[config.mk]
export PLATFORM = sky130hd
export DESIGN_NAME = systolic_feeder_flat
export DESIGN_NICKNAME = d
export VERILOG_FILES = /design/src/rtl/systolic_feeder_pkg.sv /design/src/rtl/systolic_feeder_if.sv /design/src/rtl/systolic_feeder_skew_delay_line.sv /design/src/rtl/systolic_feeder.sv /design/src/flat_wrapper.sv
export SDC_FILE = /design/constraint.sdc
export NUM_CORES = 1
export LEC_CHECK = 0
export CAP_MARGIN = 5
export CORE_MARGIN = 2
export CORE_UTILIZATION = 45
export CTS_BUF_LIST = sky130_fd_sc_hd__clkbuf_4 sky130_fd_sc_hd__clkbuf_8
export DETAILED_ROUTE_END_ITERATION = 10
export PLACE_DENSITY = 0.77
export SYNTH_ARGS = -nofsm -noshare
export SYNTH_HDL_FRONTEND = slang
export SYNTH_SLANG_ARGS = --single-unit
[constraint.sdc]
create_clock -name CLK -period 4.2 [get_ports CLK]
set_input_delay 0.84 -clock CLK [delete_from_list [all_inputs] [get_ports CLK]]
set_output_delay 0.84 -clock CLK [all_outputs]
set_load 0.05 [all_outputs]
[src/rtl/systolic_feeder_pkg.sv]
// Shared definitions for the systolic array feeder: FSM encoding and drain length.
package systolic_feeder_pkg;

   typedef enum logic [1:0] {
      IDLE   = 2'd0,
      LOAD_W = 2'd1,
      STREAM = 2'd2,
      DRAIN  = 2'd3
   } feeder_state_t;

   // Advances needed after the last activation so its partial sums leave the
   // bottom row: the deepest skew lane plus one trip through every column.
   function automatic int drain_len(input int rows, input int cols);
      return rows + cols - 1;
   endfunction

endpackage

[src/rtl/systolic_feeder_if.sv]
// Upstream beat stream into the feeder: one element per PE row plus a last marker.
interface systolic_feeder_if #(
   parameter int ROWS       = 4,
   parameter int DATA_WIDTH = 8
) ();

   logic                       S_VALID;
   logic                       S_READY;
   logic [ROWS*DATA_WIDTH-1:0] S_DATA;
   logic                       S_LAST;

   modport master (output S_VALID, S_DATA, S_LAST, input S_READY);
   modport slave  (input S_VALID, S_DATA, S_LAST, output S_READY);

endinterface

[src/rtl/systolic_feeder_skew_delay_line.sv]
// Fixed-depth shift register that advances only on shift_en; DEPTH=0 is a wire.
module skew_delay_line #(
   parameter int DEPTH      = 1,
   parameter int DATA_WIDTH = 8
) (
   input  logic                  CLK,
   input  logic                  SYNC_RST,
   input  logic                  clr,
   input  logic                  shift_en,
   input  logic [DATA_WIDTH-1:0] din,
   output logic [DATA_WIDTH-1:0] dout
);

   generate
      if (DEPTH == 0) begin : g_wire
         logic unused_ok;
         assign unused_ok = &{1'b0, CLK, SYNC_RST, clr, shift_en};
         assign dout      = din;
      end else begin : g_shift
         logic [DATA_WIDTH-1:0] stage_reg [DEPTH];

         // Shift one stage per array advance; hold on stalls so lanes stay aligned.
         always_ff @(posedge CLK) begin
            if (!SYNC_RST || clr) begin
               for (int i = 0; i < DEPTH; i++) stage_reg[i] <= '0;
            end else if (shift_en) begin
               stage_reg[0] <= din;
               for (int i = 1; i < DEPTH; i++) stage_reg[i] <= stage_reg[i-1];
            end
         end

         assign dout = stage_reg[DEPTH-1];
      end
   endgenerate

endmodule

[src/rtl/systolic_feeder.sv]
// Left-edge feeder for a weight-stationary PE array: weight preload, skewed
// activation streaming, then a zero drain that flushes the final partial sums.
module systolic_feeder
   import systolic_feeder_pkg::*;
#(
   parameter int ROWS       = 4,
   parameter int COLS       = 4,
   parameter int DATA_WIDTH = 8
) (
   input  logic                       CLK,
   input  logic                       SYNC_RST,
   input  logic                       START,
   systolic_feeder_if.slave           s_bus,
   output logic                       PE_EN,
   output logic                       PE_LOAD,
   output logic [ROWS*DATA_WIDTH-1:0] PE_DATA,
   output logic                       BUSY,
   output logic                       DONE
);

   localparam int BEAT_W    = $clog2(COLS + 1);
   localparam int DRAIN_W   = $clog2(ROWS + COLS);
   localparam int DRAIN_LEN = drain_len(ROWS, COLS);

   feeder_state_t              state_reg, state_next;
   logic [BEAT_W-1:0]          beat_cnt_reg, beat_cnt_next;
   logic [DRAIN_W-1:0]         drain_cnt_reg, drain_cnt_next;
   logic                       pe_en_reg, pe_en_next;
   logic                       pe_load_reg, pe_load_next;
   logic [ROWS*DATA_WIDTH-1:0] pe_data_reg, pe_data_next;
   logic                       done_reg, done_next;

   logic                       accept;
   logic                       advance;
   logic                       skew_clr;
   logic [ROWS*DATA_WIDTH-1:0] skew_in;
   logic [ROWS*DATA_WIDTH-1:0] skew_out;

   assign s_bus.S_READY = (state_reg == LOAD_W) || (state_reg == STREAM);
   assign accept        = s_bus.S_VALID && s_bus.S_READY;
   assign advance       = ((state_reg == STREAM) && accept) || (state_reg == DRAIN);
   assign skew_in       = (state_reg == DRAIN) ? '0 : s_bus.S_DATA;
   assign skew_clr      = (state_reg == IDLE) && START;

   // Row r sees its lane delayed by r advances, giving the diagonal wavefront.
   generate
      for (genvar gi = 0; gi < ROWS; gi++) begin : g_row
         skew_delay_line #(
            .DEPTH      (gi),
            .DATA_WIDTH (DATA_WIDTH)
         ) u_skew (
            .CLK      (CLK),
            .SYNC_RST (SYNC_RST),
            .clr      (skew_clr),
            .shift_en (advance),
            .din      (skew_in[gi*DATA_WIDTH +: DATA_WIDTH]),
            .dout     (skew_out[gi*DATA_WIDTH +: DATA_WIDTH])
         );
      end
   endgenerate

   // Next-state and next registered outputs; PE_DATA holds unless something advances.
   always_comb begin
      state_next     = state_reg;
      beat_cnt_next  = beat_cnt_reg;
      drain_cnt_next = drain_cnt_reg;
      pe_en_next     = 1'b0;
      pe_load_next   = 1'b0;
      pe_data_next   = pe_data_reg;
      done_next      = 1'b0;
      case (state_reg)
         IDLE: begin
            if (START) begin
               state_next    = LOAD_W;
               beat_cnt_next = '0;
            end
         end
         LOAD_W: begin
            if (accept) begin
               pe_en_next    = 1'b1;
               pe_load_next  = 1'b1;
               pe_data_next  = s_bus.S_DATA;
               beat_cnt_next = beat_cnt_reg + 1'b1;
               if (beat_cnt_reg == BEAT_W'(COLS - 1)) state_next = STREAM;
            end
         end
         STREAM: begin
            if (accept) begin
               pe_en_next   = 1'b1;
               pe_data_next = skew_out;
               if (s_bus.S_LAST) begin
                  state_next     = DRAIN;
                  drain_cnt_next = DRAIN_W'(DRAIN_LEN);
               end
            end
         end
         DRAIN: begin
            pe_en_next     = 1'b1;
            pe_data_next   = skew_out;
            drain_cnt_next = drain_cnt_reg - 1'b1;
            if (drain_cnt_reg == DRAIN_W'(1)) begin
               state_next = IDLE;
               done_next  = 1'b1;
            end
         end
         default: state_next = IDLE;
      endcase
   end

   // State, counters and registered array controls; reset abandons any job.
   always_ff @(posedge CLK) begin
      if (!SYNC_RST) begin
         state_reg     <= IDLE;
         beat_cnt_reg  <= '0;
         drain_cnt_reg <= '0;
         pe_en_reg     <= 1'b0;
         pe_load_reg   <= 1'b0;
         pe_data_reg   <= '0;
         done_reg      <= 1'b0;
      end else begin
         state_reg     <= state_next;
         beat_cnt_reg  <= beat_cnt_next;
         drain_cnt_reg <= drain_cnt_next;
         pe_en_reg     <= pe_en_next;
         pe_load_reg   <= pe_load_next;
         pe_data_reg   <= pe_data_next;
         done_reg      <= done_next;
      end
   end

   assign PE_EN   = pe_en_reg;
   assign PE_LOAD = pe_load_reg;
   assign PE_DATA = pe_data_reg;
   assign DONE    = done_reg;
   assign BUSY    = (state_reg != IDLE);

endmodule

[src/flat_wrapper.sv]
// flat-port wrapper written by rule: the top's interface ports become plain ports
module systolic_feeder_flat import systolic_feeder_pkg::*;
#(
   parameter int ROWS       = 4,
   parameter int COLS       = 4,
   parameter int DATA_WIDTH = 8
)
  (CLK, SYNC_RST, START, PE_EN, PE_LOAD, PE_DATA, BUSY, DONE, s_bus_S_VALID, s_bus_S_DATA, s_bus_S_LAST, s_bus_S_READY);
  systolic_feeder_if #(.ROWS(ROWS), .DATA_WIDTH(DATA_WIDTH)) s_bus_i ();
  input  logic CLK;
  input  logic SYNC_RST;
  input  logic START;
  output logic PE_EN;
  output logic PE_LOAD;
  output logic [ROWS*DATA_WIDTH-1:0] PE_DATA;
  output logic BUSY;
  output logic DONE;
  input wire logic [$bits(s_bus_i.S_VALID)-1:0] s_bus_S_VALID;
  input wire logic [$bits(s_bus_i.S_DATA)-1:0] s_bus_S_DATA;
  input wire logic [$bits(s_bus_i.S_LAST)-1:0] s_bus_S_LAST;
  output wire logic [$bits(s_bus_i.S_READY)-1:0] s_bus_S_READY;
  assign s_bus_i.S_VALID = s_bus_S_VALID;
  assign s_bus_i.S_DATA = s_bus_S_DATA;
  assign s_bus_i.S_LAST = s_bus_S_LAST;
  assign s_bus_S_READY = s_bus_i.S_READY;
  systolic_feeder #(.ROWS(ROWS), .COLS(COLS), .DATA_WIDTH(DATA_WIDTH)) u_core (.CLK(CLK), .SYNC_RST(SYNC_RST), .START(START), .s_bus(s_bus_i), .PE_EN(PE_EN), .PE_LOAD(PE_LOAD), .PE_DATA(PE_DATA), .BUSY(BUSY), .DONE(DONE));
endmodule
== Word level (Yosys, flattened, before mapping) ==
Memories as Yosys holds them, arrays and structs flattened.
Index checks and enable logic that the tools add are counted.

* Flip-flop bits (word level): 43
* Bits in writable memories: 48
* Input port bits: 37
* Output and inout port bits: 37
* Word-level logic and storage cells: 80
* Memories kept: 3

* Add/sub/neg operators: 2
* Eq/ne operators: 11
* Multiplexer cells: 32
* Bitwise operators: 5
* Reduce and logical (&&, ||, !) cells: 20

{| class="wikitable"
|+ Memory list
! memory !! depth !! width !! read ports !! clocked after Yosys merged registers in !! wr ports !! line !! source
|-
| u_core.g_row[3].u_skew.g_shift.stage_reg || 3 || 8 || 3 || 0 || 3 || systolic_feeder_skew_delay_line.sv:20 || <nowiki>logic [DATA_WIDTH-1:0] stage_reg [DEPTH];</nowiki>
|-
| u_core.g_row[2].u_skew.g_shift.stage_reg || 2 || 8 || 2 || 0 || 2 || systolic_feeder_skew_delay_line.sv:20 ||
|-
| u_core.g_row[1].u_skew.g_shift.stage_reg || 1 || 8 || 1 || 0 || 1 || systolic_feeder_skew_delay_line.sv:20 ||
|}

{| class="wikitable"
|+ Operators by type and width
! cell !! number
|-
| 2-to-1 mux 32 bit || 3
|-
| case mux 32 bit (3 select lines) || 1
|-
| 2-to-1 mux 8 bit || 6
|-
| 2-to-1 mux 2 bit || 6
|-
| 2-to-1 mux 3 bit || 4
|-
| case mux 3 bit (2 select lines) || 2
|-
| AND reduction 3 bit || 3
|-
| 2-to-1 mux 1 bit || 8
|-
| inequality test 2 bit, second input constant || 4
|-
| case mux 2 bit (4 select lines) || 1
|-
| OR reduction 8 bit || 1
|-
| AND reduction 6 bit || 1
|-
| nonzero test 2 bit || 3
|-
| bitwise OR 1 bit || 5
|-
| == test 2 bit, second input constant || 2
|-
| inequality test 2 x 1 -> 1 bit, second input constant || 2
|-
| AND reduction 2 bit || 2
|-
| adder 3 x 1 -> 3 bit, second input constant || 1
|-
| == test 3 x 1 -> 1 bit, second input constant || 1
|-
| == test 3 x 2 -> 1 bit, second input constant || 1
|-
| logical AND 1 bit || 3
|-
| logical OR 1 bit || 3
|-
| nonzero test 3 bit || 1
|-
| subtractor 3 x 1 -> 3 bit, second input constant || 1
|-
| 5 further kinds || 5
|}

== Depth between registers and ports, before layout ==
Gate-level depths: netlist of run 1.

* Word-level depth: 10
* Depth in mapped cells: 8
* Mapped depth without buffers: 6

== Hierarchy ==
A second synthesis of run 1 with hierarchy kept.

* Cells, all modules: 426
* Area total of the unflattened synthesis: 4540.6 um2

{| class="wikitable"
|+ Modules (own cells, without submodules)
! module !! instances !! cells an instance !! area each (um2) !! seq. area each (um2)
|-
| systolic_feeder || 1 || 294 || 2337.2 || 860.8
|-
| skew_delay_line (u_core.g_row[3].u_skew) || 1 || 63 || 1077.3 || 720.7
|-
| skew_delay_line (u_core.g_row[2].u_skew) || 1 || 44 || 726.9 || 480.5
|-
| skew_delay_line (u_core.g_row[1].u_skew) || 1 || 17 || 339.1 || 240.2
|-
| skew_delay_line (u_core.g_row[0].u_skew) || 1 || 8 || 60.1 || 0.0
|}

== Worst setup path before layout of run 1 ==
Ideal clock, no wire load.

* Path type: input to register
* From: input port SYNC_RST
* To: memory u_core.g_row[1].u_skew.g_shift.stage_reg[0][0] (enable)
* Library setup time: 0.706 ns
* Arrival: 2.503 ns
* Required time: 3.494 ns
* Setup slack: 0.991 ns
* Cell stages on the path: 3
* Path buffers: 2
* Cells stage by stage: clkbuf_1 clkbuf_1 nand3_1

* Longest elaborated chain between the ends: 6
* Elaborated cells on any way between the ends: 8
* Those cells by class: mux (5); reduce/logical (3)

{| class="wikitable"
|+ Ends and longest elaborated chain
! item !! line !! source
|-
| start, declared || flat_wrapper.sv:11 || <nowiki>input logic SYNC_RST;</nowiki>
|-
| zero test 1 bit * || systolic_feeder_skew_delay_line.sv:24 || <nowiki>if (!SYNC_RST || clr) begin</nowiki>
|-
| logical OR 1 bit * || systolic_feeder_skew_delay_line.sv:24 ||
|-
| 2-to-1 mux 1 bit || systolic_feeder_skew_delay_line.sv:24 ||
|-
| 2-to-1 mux 1 bit (implied by the code) || systolic_feeder_skew_delay_line.sv:27 || <nowiki>stage_reg[0] <= din;</nowiki>
|-
| OR reduction 8 bit (no line) || n/a ||
|-
| 2-to-1 mux 1 bit (no line) * || n/a ||
|-
| end, declared || systolic_feeder_skew_delay_line.sv:20 ||
|}

Every way passes the cells marked *; elsewhere a longest branch is shown, timed or not.

== Worst setup path in the final report of run 1 ==
* From: register u_core.state_reg[0]
* To: output port BUSY

* Longest elaborated chain between the ends: 1

{| class="wikitable"
|+ Ends and longest elaborated chain
! item !! line !! source
|-
| start, declared || systolic_feeder.sv:25 || <nowiki>feeder_state_t state_reg, state_next;</nowiki>
|-
| start signal, assigned || systolic_feeder.sv:121 || <nowiki>state_reg <= state_next;</nowiki>
|-
| nonzero test 2 bit || systolic_feeder.sv:135 || <nowiki>assign BUSY = (state_reg != IDLE);</nowiki>
|-
| end, declared || flat_wrapper.sv:16 || <nowiki>output logic BUSY;</nowiki>
|}

No other way between the ends.

==> impl_results.md, run 1 <==
* Grt total ovfl at 0
* Critical path endpoint category: primary output
* Final instance area at 4940 sq um
* Post-synthesis sequential area ratio at 58.6%
* Clk sinks at 91
* Synth cell types at 30
* Mapped Cells at 350
* Clk buf depth at 2
* Post-DP Area at 4740 sq um
* Worst EP arrival at 2.08 ns
* Top post-synthesis cells by count: 49 x and2_1, 48 x edfxtp_1, 43 x dfxtp_1
* Minimum clock period at 2.92 ns
* CTS H-Tree Depth at 3
* Critical path's top delay family: buffers and inverters
* Syn Nets at 397
* Placeable Area at 8590 sq um
* Post-Syn Area at 3930 sq um
* Critical path's largest stage delay at 0.80 ns
* Post-DR wirelength/cell at 14.9 um
* Buf+Inv Stages, Crit Path at 3
* Final period util at 69.4%
* Synth area leader: edfxtp_1
* Area delta synth->final at 25.8%
* Slowest CP cell: clkdlybuf4s50_1
* Post-DRT Antenna Nets at 0
* Post-CTS setup buffer count at 0
* Startpoint Class: register
* Run status: finished, final reports clean
* CP Data Required Time at 3.36 ns
* Crit path max fanout at 7
* DP HPWL at 5240 um
* Max Slew Vio Count at 0
* Leakage at 2.12 nW
* Io pins at 74
* Post-synth EDFFs at 48
* Initial antenna violation count at 0
* Vias at 2768
* First-pass GRT wire length at 13100 um
* Number of flip-flops under the largest register name at 48
* Worst Skew at 0.00888 ns
* Hold_buf cts at 0
* CTS buffer count at 9
* Final non-filler cell total at 530
* Synth Area per Inst at 11.2 sq um
* Worst VDD drop at 428 uV
* Layout fillers at 737
* # setup viols final at 0
* CTS tree: done
* 1st-iter DRT viols at 149
* Drt via density at 5.22
* Placer Congestion at 0.754
* Total power at 0.00362 W
* PwrDens at 733 nW/um^2
* CP cell instances: inv_1 > ha_1 > inv_1 > clkdlybuf4s50_1
* Top-count cell post-synth: and2_1
* Worst-Skew Late Latency at 0.36 ns
* RSZ-0062 raised after global routing: no
* Largest net degree at the start of global routing at 31
* Share of the synthesized area in the top cell type at 36.7%
* Share of layout cells above drive strength 1 at 7.35%
* Total GRT Usage at 17.1%
* Rows at 34
* Hold Fails Final Rpt at 0
* Post-layout nets at 464
* Post_cts resized at 0
* Ys async rst share at 0%
* Chip height at 97.4 um
* CP dominant cell by count: inv_1
* Slew Limit Headroom at 30.2%
* Primary FF master, synth: edfxtp_1
* 1st-pass router iterations at 4
* Seq cells post-synth at 91
* Ant diodes at 0
* Port bufs at 73
* Tightest Pin Transition at 1.05 ns
* Vias in the first global route at 2754
* Ys Warns at 0
* Placed cell count at 514
* Fmax at 343 MHz
* Initial Utilization at 45.7%
* Clk root buf: clkbuf_8
* Min-Delay Path Class: reg -> reg
* Clock transition at the registers of the reported paths at 0.10 ns
* Kind of critical path: reg -> out
* DRT Wirelength at 7920 um
* Die area at 9490 sq um
* Cell types occupying the most area after synthesis: edfxtp_1 37%, dfxtp_1 22%, and2_1 7.8%, o211a_1 6.6%, nand2_1 3.9%
* Sum Neg Setup Slack at 0 ns
* Die width at 97.4 um
* # DRC at 0
* MaxCap Viol Count at 0
-- power by group --
group | switching, W | internal, W | leakage, nW
Combinational | 0.00109 | 0.000573 | 1.14
Clock | 0.000309 | 0.000292 | 0.103
Sequential | 0.000115 | 0.00124 | 0.878
-- metrics by stage --
step	setup slack (ns)	hold slack, ns	util [%]
6_report	1.28	0.453	57.5
5_1_grt	1.17	0.480	57.5
4_1_cts	1.26	0.455	57.5
3_5_place_dp	1.06	0.442	55.1
3_3_place_gp	1.10	0.436	55.1
2_1_floorplan	0.991	0.458	-
-- tightest hold or removal path, cell delays in order, from the launching register on --
cell and delay [ns]:
dfxtp_1 0.32, nand2_1 0.05, a21boi_1 0.05
-- cell usage in the layout (no fill, tap or decap), drive strengths merged, types with 7 or more instances in the layout --
master and n:
ha 10, clkdlybuf4s50 73, edfxtp 48, o211a 26
a21boi 9, nand3 30, o21ai 27, inv 9
dfxtp 43, clkbuf 10, nand2 42, nand3b 8
buf 7, and2 49
-- cell families (layout without fill, tap and decap cells) --
kind of cell / count (synthesis) / count (layout) / share of synthesized area (%)
DFF: 91 / 91 / 58.6
adders and majority gates: 10 / 10 / 3.19
muxes: 4 / 4 / 1.02
buffers and inverters: 31 / 103 / 3.89
AOI/OAI and AO/OA: 70 / 70 / 13.8
and+or+nand+nor: 144 / 144 / 19.5
-- worst paths after layout --
kind / to / cells after the start / slack, ns / from
hold reg to reg: u_core.PE_DATA[0]$_SDFFE_PN0P_ / 2 / 0.45 / u_core.PE_DATA[0]$_SDFFE_PN0P_
setup reg to reg: u_core.drain_cnt_reg[2]$_SDFFE_PN0P_ / 6 / 1.60 / u_core.state_reg[0]$_SDFFE_PN0P_
setup / recovery: BUSY / 4 / 1.28 / u_core.state_reg[0]$_SDFFE_PN0P_
hold / removal: u_core.PE_DATA[0]$_SDFFE_PN0P_ / 2 / 0.45 / u_core.PE_DATA[0]$_SDFFE_PN0P_
-- per-layer routing --
layer / up-vias / GRT usage (%) / wire length, um
met2: 62 / 28.3 / 3830
li1: 1360 / - / -
met4: 0 / 6.62 / 120
met5: - / 0 / 0
met3: 11 / 3.45 / 299
met1: 1335 / 22.2 / 3670
-- layout make-up --
class / count / area, sq um / area share (%)
clock buffer: 10 / 138 / 2.79
tap: 108 / 135 / 2.74
inverter: 7 / 26.3 / 0.532
multi-input combinational: 228 / 1490 / 30.2
sequential: 91 / 2300 / 46.6
timing repair buffer: 80 / 783 / 15.9
clock inverter: 6 / 62.6 / 1.27
No activity file was read; power rests on OpenSTA's default activity.
==> run 2, diff against run 1 <==
==> constraint.sdc (replaced) <==
create_clock -name CLK -period 2.9 [get_ports CLK]
set_input_delay 0.58 -clock CLK [delete_from_list [all_inputs] [get_ports CLK]]
set_output_delay 0.58 -clock CLK [all_outputs]
set_load 0.05 [all_outputs]
==> impl_results.md, run 2 (same netlist as run 1, synthesis figures left out) <==
* Sum Neg Setup Slack at 0 ns (unchanged)
* Hold_buf cts at 0 (unchanged)
* # DRC at 0 (unchanged)
* Startpoint Class: register (unchanged)
* First-pass GRT wire length at 13700 um (was 13100 um)
* PwrDens at 1070 nW/um^2 (was 733 nW/um^2)
* CTS tree: done (unchanged)
* Final period util at 91.4%
* 1st-iter DRT viols at 164 (was 149)
* CTS H-Tree Depth at 3 (unchanged)
* Total GRT Usage at 17.9% (was 17.1%)
* Area delta synth->final at 26.9% (was 25.8%)
* Clk root buf: clkbuf_8 (unchanged)
* # setup viols final at 0 (unchanged)
* Initial Utilization at 45.7% (unchanged)
* Post-DP Area at 4770 sq um (was 4740 sq um)
* Total power at 0.00533 W (was 0.00362 W)
* R2r startpoint: u_core.state_reg[0]$_SDFFE_PN0P_ (unchanged)
* Placeable Area at 8590 sq um (unchanged)
* 1st-pass router iterations at 4 (unchanged)
* Post-DR wirelength/cell at 15.5 um (was 14.9 um)
* Post_cts resized at 0 (unchanged)
* CTS buffer count at 9 (unchanged)
* Hold Crit Start: u_core.PE_DATA[4]$_SDFFE_PN0P_ (was u_core.PE_DATA[0]$_SDFFE_PN0P_)
* Minimum clock period at 2.65 ns
* Final instance area at 4980 sq um (was 4940 sq um)
* Layout fillers at 694 (was 737)
* Chip height at 97.4 um (unchanged)
* Busiest grt layer: met2 (unchanged)
* CP Data Required Time at 2.32 ns (was 3.36 ns)
* Hold Fails Final Rpt at 0 (unchanged)
* DP HPWL at 5290 um (was 5240 um)
* Met2 usage at 28.8% (was 28.3%)
* Critical path's largest stage delay at 0.83 ns (was 0.80 ns)
* Clk buf depth at 2 (unchanged)
* Placed cell count at 517 (was 514)
* Largest net degree at the start of global routing at 49 (was 31)
* Crit path max fanout at 5 (was 7)
* Die width at 97.4 um (unchanged)
* Rows at 34 (unchanged)
* Grt met3 use at 4.24% (was 3.45%)
* MaxCap Viol Count at 0 (unchanged)
* CP cell instances: inv_1 > ha_1 > clkdlybuf4s50_1 (was inv_1 > ha_1 > inv_1 > clkdlybuf4s50_1)
* Clock transition at the registers of the reported paths at 0.08 ns (was 0.10 ns)
* Slew Limit Headroom at 56.1% (was 30.2%)
* Worst-Skew Late Latency at 0.35 ns (was 0.36 ns)
* Final non-filler cell total at 533 (was 530)
* Post-layout nets at 467 (was 464)
* Ant diodes at 0 (unchanged)
* Min-Delay Path Class: reg -> reg (unchanged)
* Worst EP arrival at 2.07 ns (was 2.08 ns)
* Initial antenna violation count at 0 (unchanged)
* Tightest Pin Transition at 0.656 ns (was 1.05 ns)
* Drt via density at 5.22 (about the same)
* Clk sinks at 91 (unchanged)
* Commonest cells after routing, fill and taps aside: 72 x clkdlybuf4s50_1, 49 x and2_1, 48 x edfxtp_1, 43 x dfxtp_1, 41 x nand2_1 (was 73 x clkdlybuf4s50_1, 49 x and2_1, 48 x edfxtp_1, 43 x dfxtp_1, 41 x nand2_1)
* Run status: finished, final reports clean (unchanged)
* Multi-input gate area at 1490 sq um (unchanged)
* Max Slew Vio Count at 0 (unchanged)
* Vias in the first global route at 2811 (was 2754)
* Port bufs at 73 (unchanged)
* Die area at 9490 sq um (unchanged)
* Post-CTS setup buffer count at 0 (unchanged)
* Placer Congestion at 0.763 (was 0.754)
* Number of flip-flops under the largest register name at 48 (unchanged)
* DRT Wirelength at 8280 um (was 7920 um)
* RSZ-0062 raised after global routing: no (unchanged)
* Met1 usage at 24.4% (was 22.2%)
* Grt total ovfl at 0 (unchanged)
* Kind of critical path: reg -> out (unchanged)
* Worst VDD drop at 407 uV (was 428 uV)
* Io pins at 74 (unchanged)
* Share of layout cells above drive strength 1 at 8.24% (was 7.35%)
* Vias at 2783 (was 2768)
* Register area at 2300 sq um (unchanged)
* Critical path endpoint category: primary output (unchanged)
* Post-DRT Antenna Nets at 0 (unchanged)
* Worst Skew at 0.00576 ns (was 0.00888 ns)
* Fmax at 377 MHz
* Slowest CP cell: clkdlybuf4s50_1 (unchanged)
* Critical Path Source: u_core.state_reg[0]$_SDFFE_PN0P_ (unchanged)
* Leakage at 2.15 nW (was 2.12 nW)
* Most common cell after layout, fill and taps aside: clkdlybuf4s50_1 (unchanged)
-- run 2: path summary, 6_finish.rpt --
check	end	slack, ns	depth (start not counted)
worst min-delay path	u_core.PE_DATA[4]$_SDFFE_PN0P_	0.45	2
worst max-delay path	s_bus_S_READY	0.25	3
worst max register to register	u_core.g_row[3].u_skew.g_shift.stage_reg[0][1]$_SDFFCE_PP0P_	0.75	7
worst min register to register	u_core.PE_DATA[4]$_SDFFE_PN0P_	0.45	2
-- run 2: worst max-delay path, delay by kind of cell, from the launching register on --
kind | cells | cell delay (ns)
buf+inv | 2 | 0.94
flops | 1 | 0.41
fa+ha+maj | 1 | 0.38
-- run 2: cell type report --
| class | count | share of cell area, % |
|---|---|---|
| clock inverter | 4 | 0.955 |
| multi-input combinational | 228 | 29.9 |
| clock buffer | 12 | 3.32 |
| timing repair buffer | 83 | 16.3 |
| tap | 108 | 2.71 |
| inverter | 7 | 0.528 |
| sequential | 91 | 46.2 |
-- run 2: through the flow --
step,hold slack (ns),setup WS [ns],utilization (%)
final,0.452,0.249,58.0
after CTS,0.454,0.236,58.0
after global placement,0.439,0.616,55.5
after detailed placement,0.443,0.554,55.5
after floorplan,0.458,0.546,-
after global routing,0.469,0.123,58.0
-- run 2: layer usage --
layer / share of wire [%] / up-vias / routed length [um]
li1: - / 1361 / -
met3: 4.8 / 12 / 397
met2: 47 / 76 / 3930
met5: 0 / - / 0
met4: 1.4 / 0 / 112
met1: 46 / 1334 / 3840
-- run 2: report_power, final --
group          internal (W)  switching (W)  leakage [nW]  total, W
clock              0.000466       0.000428         0.108  0.000894
combinational      0.000859        0.00161          1.16   0.00247
sequential          0.00179       0.000176         0.878   0.00197
total               0.00312        0.00221          2.15   0.00533
